**config.mk**
```make
export PLATFORM = sky130hd
export DESIGN_NAME = relu_maxpool_2x2
export DESIGN_NICKNAME = d
export VERILOG_FILES = /design/src/rtl/npu_pkg.sv /design/src/rtl/signed_max2.sv /design/src/rtl/relu_maxpool_2x2.sv
export SDC_FILE = /design/constraint.sdc
export NUM_CORES = 1
export LEC_CHECK = 0
export CORE_UTILIZATION = 25
export DETAILED_ROUTE_END_ITERATION = 16
export HOLD_SLACK_MARGIN = 0.05
export PLACE_DENSITY = 0.39
export REMOVE_ABC_BUFFERS = 1
export SLEW_MARGIN = 10
export SYNTH_ARGS = -nofsm -noshare
export SYNTH_HDL_FRONTEND = slang
export SYNTH_SLANG_ARGS = --single-unit
```
**constraint.sdc**
```tcl
create_clock -name clk -period 5.6 [get_ports clk]
set_input_delay 1.12 -clock clk [delete_from_list [all_inputs] [get_ports clk]]
set_output_delay 1.12 -clock clk [all_outputs]
set_load 0.1 [all_outputs]
```
**src/rtl/npu_pkg.sv**
```systemverilog
// Shared NPU definitions: conv output geometry, sample type and the pooling FSM encoding.
package npu_pkg;

  localparam int CONV_OUT_W   = 22;
  localparam int CONV_OUT_DIM = 30;
  localparam int POOL_OUT_DIM = 15;

  typedef logic signed [CONV_OUT_W-1:0] conv_data_t;

  typedef enum logic [1:0] {
    ST_IDLE,
    ST_RUN,
    ST_DONE
  } pool_state_e;

endpackage

```
**src/rtl/signed_max2.sv**
```systemverilog
// Combinational signed maximum of two W-bit operands.
module signed_max2 #(
  parameter int W = 22
) (
  input  logic signed [W-1:0] a,
  input  logic signed [W-1:0] b,
  output logic signed [W-1:0] y
);

  assign y = (a > b) ? a : b;

endmodule

```
**src/rtl/relu_maxpool_2x2.sv**
```systemverilog
// Streaming ReLU + 2x2/stride-2 max-pool over one conv feature map, raster in, raster out.
// Define MAXPOOL_RELU_EN to clamp negative samples to zero before pooling.
module relu_maxpool_2x2
  import npu_pkg::*;
#(
  parameter int IN_WIDTH  = CONV_OUT_DIM,
  parameter int IN_HEIGHT = CONV_OUT_DIM,
  parameter int DATA_W    = CONV_OUT_W
) (
  input  logic                     clk,
  input  logic                     rst,
  input  logic                     start_signal,
  input  logic signed [DATA_W-1:0] data_in,
  input  logic                     data_valid,
  output logic signed [DATA_W-1:0] pool_out,
  output logic                     pool_valid,
  output logic                     done_signal
);

  localparam int COL_W = (IN_WIDTH  > 1) ? $clog2(IN_WIDTH)  : 1;
  localparam int ROW_W = (IN_HEIGHT > 1) ? $clog2(IN_HEIGHT) : 1;
  localparam int BUF_D = (IN_WIDTH / 2 > 0) ? IN_WIDTH / 2 : 1;
  localparam logic [COL_W-1:0] COL_LAST = COL_W'(IN_WIDTH - 1);
  localparam logic [ROW_W-1:0] ROW_LAST = ROW_W'(IN_HEIGHT - 1);

  pool_state_e              state;
  logic [COL_W-1:0]         col;
  logic [ROW_W-1:0]         row;
  logic signed [DATA_W-1:0] h_hold;
  logic signed [DATA_W-1:0] act;
  logic signed [DATA_W-1:0] h_max;
  logic signed [DATA_W-1:0] v_max;
  logic signed [DATA_W-1:0] buf_rd;
  logic signed [DATA_W-1:0] row_buf [BUF_D];
  logic                     accept;
  logic                     col_end;
  logic                     frame_end;

  assign accept    = (state == ST_RUN) && data_valid;
  assign col_end   = (col == COL_LAST);
  assign frame_end = col_end && (row == ROW_LAST);
  assign buf_rd    = row_buf[col[COL_W-1:1]];

  // NOTE: act is assigned on every path of the always_comb, so no latch is inferred.
  always_comb begin
`ifdef MAXPOOL_RELU_EN
    act = data_in[DATA_W-1] ? '0 : data_in;
`else
    act = data_in;
`endif
  end

  // Horizontal pair: held even-column sample against the current odd-column sample.
  signed_max2 #(.W(DATA_W)) u_hmax (
    .a (h_hold),
    .b (act),
    .y (h_max)
  );

  // Vertical pair: buffered even-row result against the current odd-row result.
  signed_max2 #(.W(DATA_W)) u_vmax (
    .a (buf_rd),
    .b (h_max),
    .y (v_max)
  );

  // NOTE: registers use non-blocking assignments so every flop samples pre-edge values.
  always_ff @(posedge clk or negedge rst) begin
    if (!rst) begin
      state       <= ST_IDLE;
      col         <= '0;
      row         <= '0;
      h_hold      <= '0;
      pool_out    <= '0;
      pool_valid  <= 1'b0;
      done_signal <= 1'b0;
    end else begin
      pool_valid  <= 1'b0;
      done_signal <= 1'b0;
      unique case (state)
        ST_IDLE: begin
          col <= '0;
          row <= '0;
          if (start_signal) state <= ST_RUN;
        end
        ST_RUN: begin
          if (accept) begin
            if (!col[0]) begin
              h_hold <= act;
            end else if (row[0]) begin
              pool_out   <= v_max;
              pool_valid <= 1'b1;
            end
            // A trailing odd column or row only lands in h_hold/row_buf and is never emitted.
            if (col_end) begin
              col <= '0;
              row <= frame_end ? '0 : row + 1'b1;
            end else begin
              col <= col + 1'b1;
            end
            if (frame_end) begin
              state       <= ST_DONE;
              done_signal <= 1'b1;
            end
          end
        end
        ST_DONE: state <= ST_IDLE;
        default: state <= ST_IDLE;
      endcase
    end
  end

  // NOTE: the row buffer is not reset; each entry is written on an even row before its odd-row read.
  always_ff @(posedge clk) begin
    if (accept && col[0] && !row[0]) row_buf[col[COL_W-1:1]] <= h_max;
  end

endmodule

```
==> flow_metrics.env <==
export IMPL_cts_setup_buffers=0
export IMPL_rsz0062_at_grt="false"
export IMPL_reg2reg_depth=20
export IMPL_dr_pass1_iters=5
export IMPL_hold_violations=0
export IMPL_syn_area_um2=16500
export IMPL_htreeDepth=2
export IMPL_num_rows=93
export IMPL_postRouteAntennaNets=0
export IMPL_peakVddDrop_v=0.000253
export IMPL_p_seq_share_pct=37.4
export IMPL_drc_errors=0
export IMPL_r2r_start="h_hold[17]"
export IMPL_synth_top_area_share_pct=60.0
export IMPL_drv_cap=0
export IMPL_clock_sinks=388
export IMPL_ys_warn_count=0
export IMPL_path_clk_slew_ns=0.06
export IMPL_critPathLaunchType="input port"
export IMPL_placedInstanceArea_um2=18800
export IMPL_avgSynthCellArea_um2=17.8
export IMPL_endpoint_kind="flip-flop"
export IMPL_intPower_uw=6800
export IMPL_chipHeight_um=259
export IMPL_grt_first_pass_wirelength_mm=67.1
export IMPL_r2r_slack_ns=0.91
export IMPL_async_flop_share_pct=14.9
export IMPL_final_layout_size_suffix_gt1_share_pct=29.1
export IMPL_skew_ns=0.0276
export IMPL_critPathArrivalTime_ns=5.80
export IMPL_cts_buffer_depth=3
export IMPL_p_per_area_nw_per_um2=501
export IMPL_cp_max_fo=13
export IMPL_fillers=6265
export IMPL_start_util_pct=25.5
export IMPL_grtUsageTotal_pct=14.0
export IMPL_post_synth_top_count_cell="edfxtp_1"
export IMPL_core_area_um2=64800
export IMPL_synthTopCellsByArea="edfxtp_1, mux4_2, dfrtp_1, ha_1, mux2_4"
export IMPL_portBuffers=49
export IMPL_holdBufCountCts=0
export IMPL_final_setup_worst_slack_ns=0.256
export IMPL_synth_seq_area_share_pct=68.8
export IMPL_synthTopCellsByCount="edfxtp_1, mux4_2, dfrtp_1"
export IMPL_insertedDiodeCount=0
export IMPL_setup_viol_count_final=0
export IMPL_io_pins=50
export IMPL_drtIter0Drc=568
export IMPL_antenna_found_initial=1
export IMPL_multiInputGateArea_um2=4880
export IMPL_via_count=8831
export IMPL_critical_path_required_ns=6.05
export IMPL_grt_max_degree=56
export IMPL_nets=1149
export IMPL_p_leak_uw=0.00719
export IMPL_clockRootBuffer="clkbuf_16"
export IMPL_synth_flop_cell="edfxtp_1"
export IMPL_tightest_slew_ns=1.20
export IMPL_ctsResizeCount=0
export IMPL_die_w_um=259
export IMPL_clkLatencyLatePin_ns=0.59
export IMPL_cts_buffers=46
export IMPL_p_sw_share_pct=33.3
export IMPL_dp_hpwl_mm=29.0
export IMPL_synth_cell_types=44
export IMPL_ys_ff_latch=388
export IMPL_wl_mm=45.9
export IMPL_pre_cts_ws_ns=-0.427
export IMPL_synthCells=928
export IMPL_power_frac_comb_pct=32.8
export IMPL_wire_per_inst_um=23.3
export IMPL_period_share_pct=95.4
export IMPL_viasPerCell=4.49
export IMPL_synth_largest_area_cell="edfxtp_1"
export IMPL_synth_edf_count=330
export IMPL_seq_area_um2=11400
export IMPL_area_growth_pct=23.3
export IMPL_final_max_slew_viol_count=0
export IMPL_power_frac_clock_pct=29.8
export IMPL_die_area_um2=67100
export IMPL_fin_crit_ns=5.34
export IMPL_maxSlewHeadroom_pct=19.6
export IMPL_gp_congestion=0.738
export IMPL_grt_overflow_total=0
export IMPL_hold_path_class="input port to asynchronous set/reset pin"
export IMPL_status="finished, final reports clean"
export IMPL_first_global_vias=9267
export IMPL_p_switching_uw=3400
export IMPL_max_freq_mhz=187
export IMPL_path_class="input port to flip-flop"
export IMPL_cts_tree="done"
export IMPL_r2r_end="pool_out[15]"
export IMPL_finalInstanceArea_um2=20400
==> logic make-up after synthesis <==
kind of cell    Yosys count  synth area share, %
flops                   388                 68.8
mux                     154                 16.8
simple gates            140                 4.24
compound gates          101                 4.02
buf+inv                  97                 2.49
fa+ha+maj                48                 3.64
==> stage by stage <==
| stage | util [%] | hold slack, ns | setup TNS (ns) | total power [uW] | cells |
|---|---|---|---|---|---|
| final | 31.4 | 0.410 | 0 | 10200 | 1967 |
| after global routing | 31.4 | 0.397 | 0 | 10700 | 1967 |
| after CTS | 31.4 | 0.387 | 0 | 10300 | 1967 |
| after detailed placement | 29.0 | 0.503 | -8.97 | 7270 | 1882 |
| after global placement | 29.0 | 0.506 | -8.04 | 7270 | 1882 |
| after floorplan | - | 0.464 | -40.39 | 5980 | 884 |
==> per-layer routing <==
| layer | vias to the layer above | track usage [%] | wire length [um] |
|---|---|---|---|
| met1 | 4621 | 20.5 | 22300 |
| met2 | 161 | 21.5 | 21000 |
| met5 | - | 0 | 0 |
| met4 | 0 | 2.89 | 695 |
| li1 | 3997 | - | - |
| met3 | 52 | 2.61 | 1810 |
==> state kept, by name (all words and copies together), names as in the netlist <==
signal	flops
row_buf	330
h_hold	22
pool_out	22
col	5
row	5
state	2
done_signal	1
pool_valid	1
==> power groups by stage <==
stage | Clock [uW] | Sequential [uW] | Combinational (uW)
global route | 3240 | 3850 | 3620
floorplan | 0 | 4410 | 1570
CTS | 3130 | 3830 | 3390
global placement | 0 | 3890 | 3380
detailed placement | 0 | 3890 | 3380
finish | 3040 | 3810 | 3350
==> layout by cell type (no fill, tap or decap), types with 5 or more instances in the layout <==
| cell | count |
|---|---|
| ha_1 | 48 |
| nor2_1 | 11 |
| nand2b_1 | 5 |
| nand2_1 | 48 |
| a21oi_1 | 21 |
| clkbuf_8 | 8 |
| o21ai_0 | 40 |
| nor2_4 | 12 |
| mux4_2 | 88 |
| buf_4 | 87 |
| clkinv_2 | 5 |
| buf_12 | 8 |
| mux2_2 | 24 |
| and3_1 | 24 |
| nand4_1 | 7 |
| clkbuf_1 | 14 |
| clkdlybuf4s50_1 | 47 |
| and4_1 | 5 |
| clkbuf_16 | 47 |
| edfxtp_1 | 330 |
| a221o_1 | 22 |
| mux2i_1 | 22 |
| mux2_4 | 20 |
| dfrtp_1 | 54 |
| nand3_1 | 11 |
| inv_1 | 53 |
==> critical path, stage by stage <==
cell             delay (ns)
clkdlybuf4s50_1        0.49
inv_1                  0.05
ha_1                   0.32
nand4_2                0.16
buf_12                 0.17
buf_4                  0.13
nor3_1                 0.18
a22oi_1                0.12
and4_1                 0.26
o21ai_4                0.15
buf_4                  0.20
mux2_4                 0.32
inv_1                  0.06
ha_1                   0.25
and4_2                 0.29
a221oi_2               0.31
buf_4                  0.17
o211ai_1               0.08
mux2_2                 0.34
buf_12                 0.17
and3_1                 0.18
a221o_1                0.26
==> how the worst max path moves through the flow <==
stage,from,endpoint,slack (ns),cells past startpoint
final,data_in[20],pool_out[15],0.26,22
after CTS,data_in[17],pool_out[15],0.17,22
after floorplan,col[1],pool_out[0],-1.34,10
after global placement,data_in[13],pool_out[4],-0.38,20
after detailed placement,data_in[17],pool_out[9],-0.43,22
after global routing,data_in[20],pool_out[16],0.008,24
==> cell type report <==
cell class / count / area share, %
Tap cell: 855 / 5.26
Multi-Input combinational cell: 443 / 24.0
Clock buffer: 69 / 6.58
Timing Repair Buffer: 143 / 6.37
Clock inverter: 16 / 0.984
Sequential cell: 388 / 55.9
Inverter: 53 / 0.977
Power figures use the tool's default switching activity.
